===== src/rtl/pipelined_adder.sv =====
`default_nettype none
// +--------------------------------------------------------------------------+
// | pipelined_adder : WIDTH-bit a+b+cin split into STAGES carry-chain        |
// | segments with valid/ready flow control and per-stage bubble collapsing.  |
// | Optional macro PIPELINED_ADDER_OVF_EN adds a registered signed ovf port. |
// | Revision: 1.0                                                            |
// +--------------------------------------------------------------------------+
module pipelined_adder #(
  parameter int WIDTH  = 32,
  parameter int STAGES = 4
) (
  input  logic             clk,
  input  logic             rst_n,
  input  logic             in_valid,
  output logic             in_ready,
  input  logic [WIDTH-1:0] a,
  input  logic [WIDTH-1:0] b,
  input  logic             cin,
  output logic             out_valid,
  input  logic             out_ready,
  output logic [WIDTH-1:0] sum,
  output logic             cout
`ifdef PIPELINED_ADDER_OVF_EN
  ,
  output logic             ovf
`endif
);

  localparam int CHUNK = WIDTH / STAGES;

  logic [STAGES:0] stage_ready;

  assign stage_ready[STAGES] = out_ready;
  assign in_ready            = stage_ready[0];

  if (STAGES < 1 || STAGES > WIDTH || (WIDTH % STAGES) != 0) begin : g_bad_cfg
    $error("pipelined_adder: STAGES must divide WIDTH and lie in 1..WIDTH");
  end

  for (genvar k = 0; k < STAGES; k++) begin : g_stage
    logic             up_valid;
    logic [WIDTH-1:0] up_a;
    logic [WIDTH-1:0] up_b;
    logic [WIDTH-1:0] up_sum;
    logic             up_carry;
    logic             load;
    logic [CHUNK:0]   add_d;
    logic [WIDTH-1:0] sum_d;
    logic             valid_q;
    logic             carry_q;
    logic [WIDTH-1:0] sum_q;

    if (k == 0) begin : g_head
      assign up_valid = in_valid;
      assign up_a     = a;
      assign up_b     = b;
      assign up_sum   = '0;
      assign up_carry = cin;
    end else begin : g_body
      assign up_valid = g_stage[k-1].valid_q;
      assign up_a     = g_stage[k-1].g_fwd.opa_q;
      assign up_b     = g_stage[k-1].g_fwd.opb_q;
      assign up_sum   = g_stage[k-1].sum_q;
      assign up_carry = g_stage[k-1].carry_q;
    end

    assign stage_ready[k] = !valid_q || stage_ready[k+1];
    assign load           = stage_ready[k] && up_valid;

    // Operands travel right-shifted, so every stage consumes the low chunk;
    // finished sum chunks enter from the top and end up in place at the tail.
    assign add_d = {1'b0, up_a[CHUNK-1:0]} + {1'b0, up_b[CHUNK-1:0]}
                 + {{CHUNK{1'b0}}, up_carry};
    assign sum_d = WIDTH'({add_d[CHUNK-1:0], up_sum} >> CHUNK);

    always_ff @(posedge clk) begin
      if (!rst_n) begin
        valid_q <= 1'b0;
        carry_q <= 1'b0;
        sum_q   <= '0;
      end else if (stage_ready[k]) begin
        valid_q <= up_valid;
        if (up_valid) begin
          carry_q <= add_d[CHUNK];
          sum_q   <= sum_d;
        end
      end
    end

    if (k < STAGES - 1) begin : g_fwd
      logic [WIDTH-1:0] opa_q;
      logic [WIDTH-1:0] opb_q;

      always_ff @(posedge clk) begin
        if (!rst_n) begin
          opa_q <= '0;
          opb_q <= '0;
        end else if (load) begin
          opa_q <= up_a >> CHUNK;
          opb_q <= up_b >> CHUNK;
        end
      end
    end

`ifdef PIPELINED_ADDER_OVF_EN
    if (k == STAGES - 1) begin : g_tail
      logic ovf_q;

      // The last stage sees the operand MSBs, so signed overflow resolves here.
      always_ff @(posedge clk) begin
        if (!rst_n) begin
          ovf_q <= 1'b0;
        end else if (load) begin
          ovf_q <= (up_a[CHUNK-1] == up_b[CHUNK-1]) && (add_d[CHUNK-1] != up_a[CHUNK-1]);
        end
      end
    end
`endif
  end

  assign out_valid = g_stage[STAGES-1].valid_q;
  assign sum       = g_stage[STAGES-1].sum_q;
  assign cout      = g_stage[STAGES-1].carry_q;
`ifdef PIPELINED_ADDER_OVF_EN
  assign ovf       = g_stage[STAGES-1].g_tail.ovf_q;
`endif

endmodule

`default_nettype wire


===== config.mk =====
export PLATFORM = sky130hd
export DESIGN_NAME = pipelined_adder
export DESIGN_NICKNAME = d
export VERILOG_FILES = /design/src/rtl/pipelined_adder.sv
export SDC_FILE = /design/constraint.sdc
export NUM_CORES = 1
export LEC_CHECK = 0
export CAP_MARGIN = 5
export CORE_AREA = 5 5 186 116
export CTS_CLUSTER_DIAMETER = 50
export CTS_CLUSTER_SIZE = 20
export DETAILED_ROUTE_END_ITERATION = 10
export DIE_AREA = 0 0 191 121
export GPL_ROUTABILITY_DRIVEN = 0
export PLACE_DENSITY = 0.69
export SETUP_SLACK_MARGIN = 0.1
export SKIP_CTS_REPAIR_TIMING = 1
export SYNTH_ARGS = -nofsm -noshare
export SYNTH_HDL_FRONTEND = slang
export SYNTH_SLANG_ARGS = --single-unit

===== constraint.sdc =====
create_clock -name clk -period 2.4 [get_ports clk]
set_input_delay 0.72 -clock clk [delete_from_list [all_inputs] [get_ports clk]]
set_output_delay 0.72 -clock clk [all_outputs]
set_load 0.03 [all_outputs]

### After elaboration in Yosys (flattened, before gate mapping)

Index checks and enable logic that the tools add are counted.

| cells by class | value |
|---|---|
| $add $sub $neg | 8 |
| reduce and logical (&&, ||, !) cells | 15 |

Operators with widths:

| kind | count |
|---|---|
| adder 8 x 8 -> 9 bit | 4 |
| adder 9 x 1 -> 9 bit | 4 |
| AND reduction 2 bit | 4 |
| logical NOT 1 bit | 4 |
| logical OR 1 bit | 4 |
| logical AND 1 bit | 3 |

| word-level totals | value |
|---|---|
| register bits after elaboration | 184 |
| bits of input ports | 69 |

### Logic depth before layout (Yosys ltp)

| depth | value |
|---|---|
| word-level depth | 6 |
| mapped depth | 7 |
| depth with buffers taken out | 6 |

### Worst setup path after synthesis

No wires, ideal clock.

| timing | value |
|---|---|
| kind | input-to-reg |
| start | in a[0] |
| end | reg g_stage[0].sum_q[30] |
| library setup time | 62 ps |
| arrival time | 2354 ps |
| data required time | 2338 ps |
| setup slack | -16 ps |
| stages | 6 |
| cell sequence | fa_1 -> fa_1 -> a211oi_1 -> o21ai_0 -> a211o_1 -> nand3_1 |

| on the way | value |
|---|---|
| word-level cells in the longest chain between the ends | 2 |

Ends and longest elaborated chain:

| what | line | source |
|---|---|---|
| from (decl) | 16 | `input logic [WIDTH-1:0] a,` |
| adder 8 x 8 -> 9 bit | 72 | `assign add_d = {1'b0, up_a[CHUNK-1:0]} + {1'b0, up_b[CHUNK-1:0]}` |
| adder 9 x 1 -> 9 bit | 73 | `+ {{CHUNK{1'b0}}, up_carry};` |
| to (signal assigned) | 85 | `sum_q <= sum_d;` |
| to (decl) | 51 | `logic [WIDTH-1:0] sum_q;` |

No other way between the ends.
A chain may end at the register's enable or synchronous reset.

### Final worst setup path

| timing | value |
|---|---|
| start | reg g_stage[3].sum_q[14] (netlist: sum[14]) |
| end | out sum[14] |

RTL lines:

| what | line | source |
|---|---|---|
| from (decl) | 51 |  |
| from (signal assigned) | 85 |  |
| to (decl) | 21 | `output logic [WIDTH-1:0] sum,` |

No word-level cell between the ends.

==> metrics <==
status finished, final reports clean; synthesis warning total 0; CTS tree done; synthesized area just under 0.008 mm2; Vias per Instance 5.08; Req. time, crit path around 1.7 ns; final setup vio count 0; Synth top area share 0.476; first-pass GRT wire length ~32000 um; Min Hold Slack between 0.4 and 0.5 ns; CP Launch Point sum[14]$_SDFFE_PN0P_; syn avg cell area about 8.1 um2; fill count 1855; Min Clock Period, post-route roughly 2.2 ns; initial antenna violation count 0; Post-Place Cell Area between 0.009 and 0.01 mm2; Post-synth ARST share 0; Detail Route Antenna Nets 0; leakage 3.80 nW; synth cell count leaders nand2_1 (326), dfxtp_1 (184), a21oi_1 (173); dpl hpwl between 10000 and 15000 um; HP Class flop to flop; ant diodes 0; average wire per standard cell about 15 um; largest net degree at the start of global routing between 90 and 100; Worst-path clk slew around 0.080 ns; clock tree buffer depth 2; register area share after synthesis 0.476; final worst path period share 0.928; max_slew headroom 0.651; Inst Count DP about 1.3k; crit path to sum[14]; Critical Path, Cell by Cell clkdlybuf4s50_1; non-filler instance count after layout ~1.4k; area delta synth->final 29.8%; worst reg-to-reg path cell count 6; worst reg2reg startpoint g_stage[2].g_fwd.opb_q[0]$_SDFFE_PN0P_; clk_lat worst skew approximately 0.43 ns; top cells by area, synth dfxtp_1 (48%), nand2_1 (16%), a21oi_1 (11%); pwr dens 677 mW/mm2; final instance area between 0.01 and 0.015 mm2; top-count cell post-synth nand2_1; Post-Synthesis Net Count about 1.1k; Synth Flop Type dfxtp_1; final hold vios 0; Slew @ Worst Pin between 0.5 and 0.6 ns; flop2flop setup slack about 0.18 ns; Iter 0 DRT Violations ~380; cell family with most CP delay buffers and inverters; Initial Util 0.393; Critical Path AT approximately 1.5 ns; register bit total from synthesis approximately 180; area leader, netlist dfxtp_1; Clock Skew between 0.01 and 0.015 ns; Crit. path cell count 1; final WL 19800 um; IR Drop Worst-Case VDD 0.472 mV; Sink Count approximately 180; GRT overflow 0; IO Count between 100 and 150; Core Area a little under 0.02 mm2; EDFF count, synth 0; RSZ-0062 raised after global routing true; CP max stage delay 0.70 ns; total power 6.79 mW; Slew Viols, Final 0; total track usage 0.172; critical path fanouts, max 2; cts bufs inserted 17; Mapped Cells 952; H-Tree Depth 4; final net count 1170; die area 0.0231 mm2; Cell variety after synth 52; Fin Setup TNS 0 ns; Root Driver clkbuf_16; Setup CP Type flop to output port; FP Rows 40; routed via count 6868; Critical Path Slowest Stage Cell clkdlybuf4s50_1; Max Cap Viol 0; share of cells above drive strength 1 0.102; vias in the first global route 6674; FMAX between 400 and 500 MHz; Buf/Inv on CP 1; 1st-pass router iterations 5; Die Y approximately 120 um; die width 191 um; R2R Path End cout$_SDFFE_PN0P_; IO buf count between 100 and 150; Critical Path Source Type flop; Post-route DRC 0; Worst setup EP type output port
==> where the power goes <==
part / internal [mW] / leakage [nW] / switching (mW)
Combinational: 0.313 / 2.01 / 0.341
Sequential: 3.15 / 1.50 / 0.0597
Clock: 1.66 / 0.300 / 1.28
Total: 5.12 / 3.80 / 1.68
==> worst min path at each step <==
stage | end | slack, ns | cells past startpoint | start
floorplan | g_stage[2].sum_q[20]$_SDFFE_PN0P_ | 0.43 | 2 | g_stage[1].sum_q[28]$_SDFFE_PN0P_
global placement | g_stage[1].g_fwd.opb_q[3]$_SDFFE_PN0P_ | 0.44 | 2 | g_stage[0].g_fwd.opb_q[11]$_SDFFE_PN0P_
detailed placement | g_stage[2].sum_q[27]$_SDFFE_PN0P_ | 0.44 | 2 | g_stage[2].sum_q[27]$_SDFFE_PN0P_
CTS | sum[14]$_SDFFE_PN0P_ | 0.45 | 2 | g_stage[2].sum_q[22]$_SDFFE_PN0P_
global route | sum[14]$_SDFFE_PN0P_ | 0.47 | 2 | g_stage[2].sum_q[22]$_SDFFE_PN0P_
finish | sum[14]$_SDFFE_PN0P_ | 0.45 | 2 | g_stage[2].sum_q[22]$_SDFFE_PN0P_
==> layout make-up <==
cell class                 instances  area (um2)  area share
clock buffer                      20         467      0.0465
clock inverter                    12         153      0.0152
inverter                           7        28.8     0.00287
multi-input combinational        700        3810       0.380
sequential                       184        3680       0.367
tap                              273         342      0.0340
timing repair buffer             155        1560       0.155
==> kinds of logic after synthesis <==
kind of cell / count (synthesis) / synth area share
AND/OR/NAND/NOR: 395 / 0.206
AO/OA/AOI/OAI: 264 / 0.204
flip-flops: 184 / 0.476
buffers and inverters: 68 / 0.0422
adder cells (fa/ha/maj): 36 / 0.0660
XOR/XNOR: 5 / 0.00566
==> routing by layer <==
metal	wire, um	vias up	track usage
li1	-	3470	-
met4	233	0	0.0462
met2	8990	166	0.274
met5	0	-	0
met1	9520	3214	0.234
met3	1070	18	0.0431
==> layout by cell type, fill, tap and decap left out, types with 3 or more instances in the layout <==
cell             count
nand3_1             14
ha_1                28
a211oi_2             4
fa_2                 5
or2_2                3
dlymetal6s2s_1       5
a211o_1             10
clkdlybuf4s50_1     97
xnor2_1              4
a21o_1               8
a21oi_1            173
nand2_1            326
fa_1                 3
inv_8                3
buf_12              10
buf_4               43
o21a_1               4
and2_1               4
inv_1                6
clkbuf_8             3
nand4_1              3
nor2_1              21
inv_6                5
clkbuf_16           17
nor3_1               5
dfxtp_1            184
o21ai_0             17
or3_1                7
o311a_1              3
o211ai_1            12
a211oi_1            10
==> registers in the layout (all words and copies together) (netlist names) <==
signal	flops
g_stage.valid_q	3
g_stage.carry_q	3
cout	1
g_stage.g_fwd.opb_q	48
sum	32
g_stage.g_fwd.opa_q	48
out_valid	1
g_stage.sum_q	48
==> worst reg2reg max path: cells and delay by family (launching register included) <==
family	cells	cell delay, ns
AO/OA/AOI/OAI	3	0.87
AND/OR/NAND/NOR	1	0.09
adder cells (fa/ha/maj)	2	0.82
flip-flops	1	0.33
==> per-stage QoR <==
| step | utilization | setup slack (ns) |
|---|---|---|
| after global routing | 0.510 | 0.0908 |
| after detailed placement | 0.475 | -0.442 |
| after CTS | 0.506 | -0.145 |
| after floorplan | - | 0.115 |
| after global placement | 0.475 | -0.403 |
| final | 0.510 | 0.172 |
Note: power is estimated with default switching activity, not from simulation.
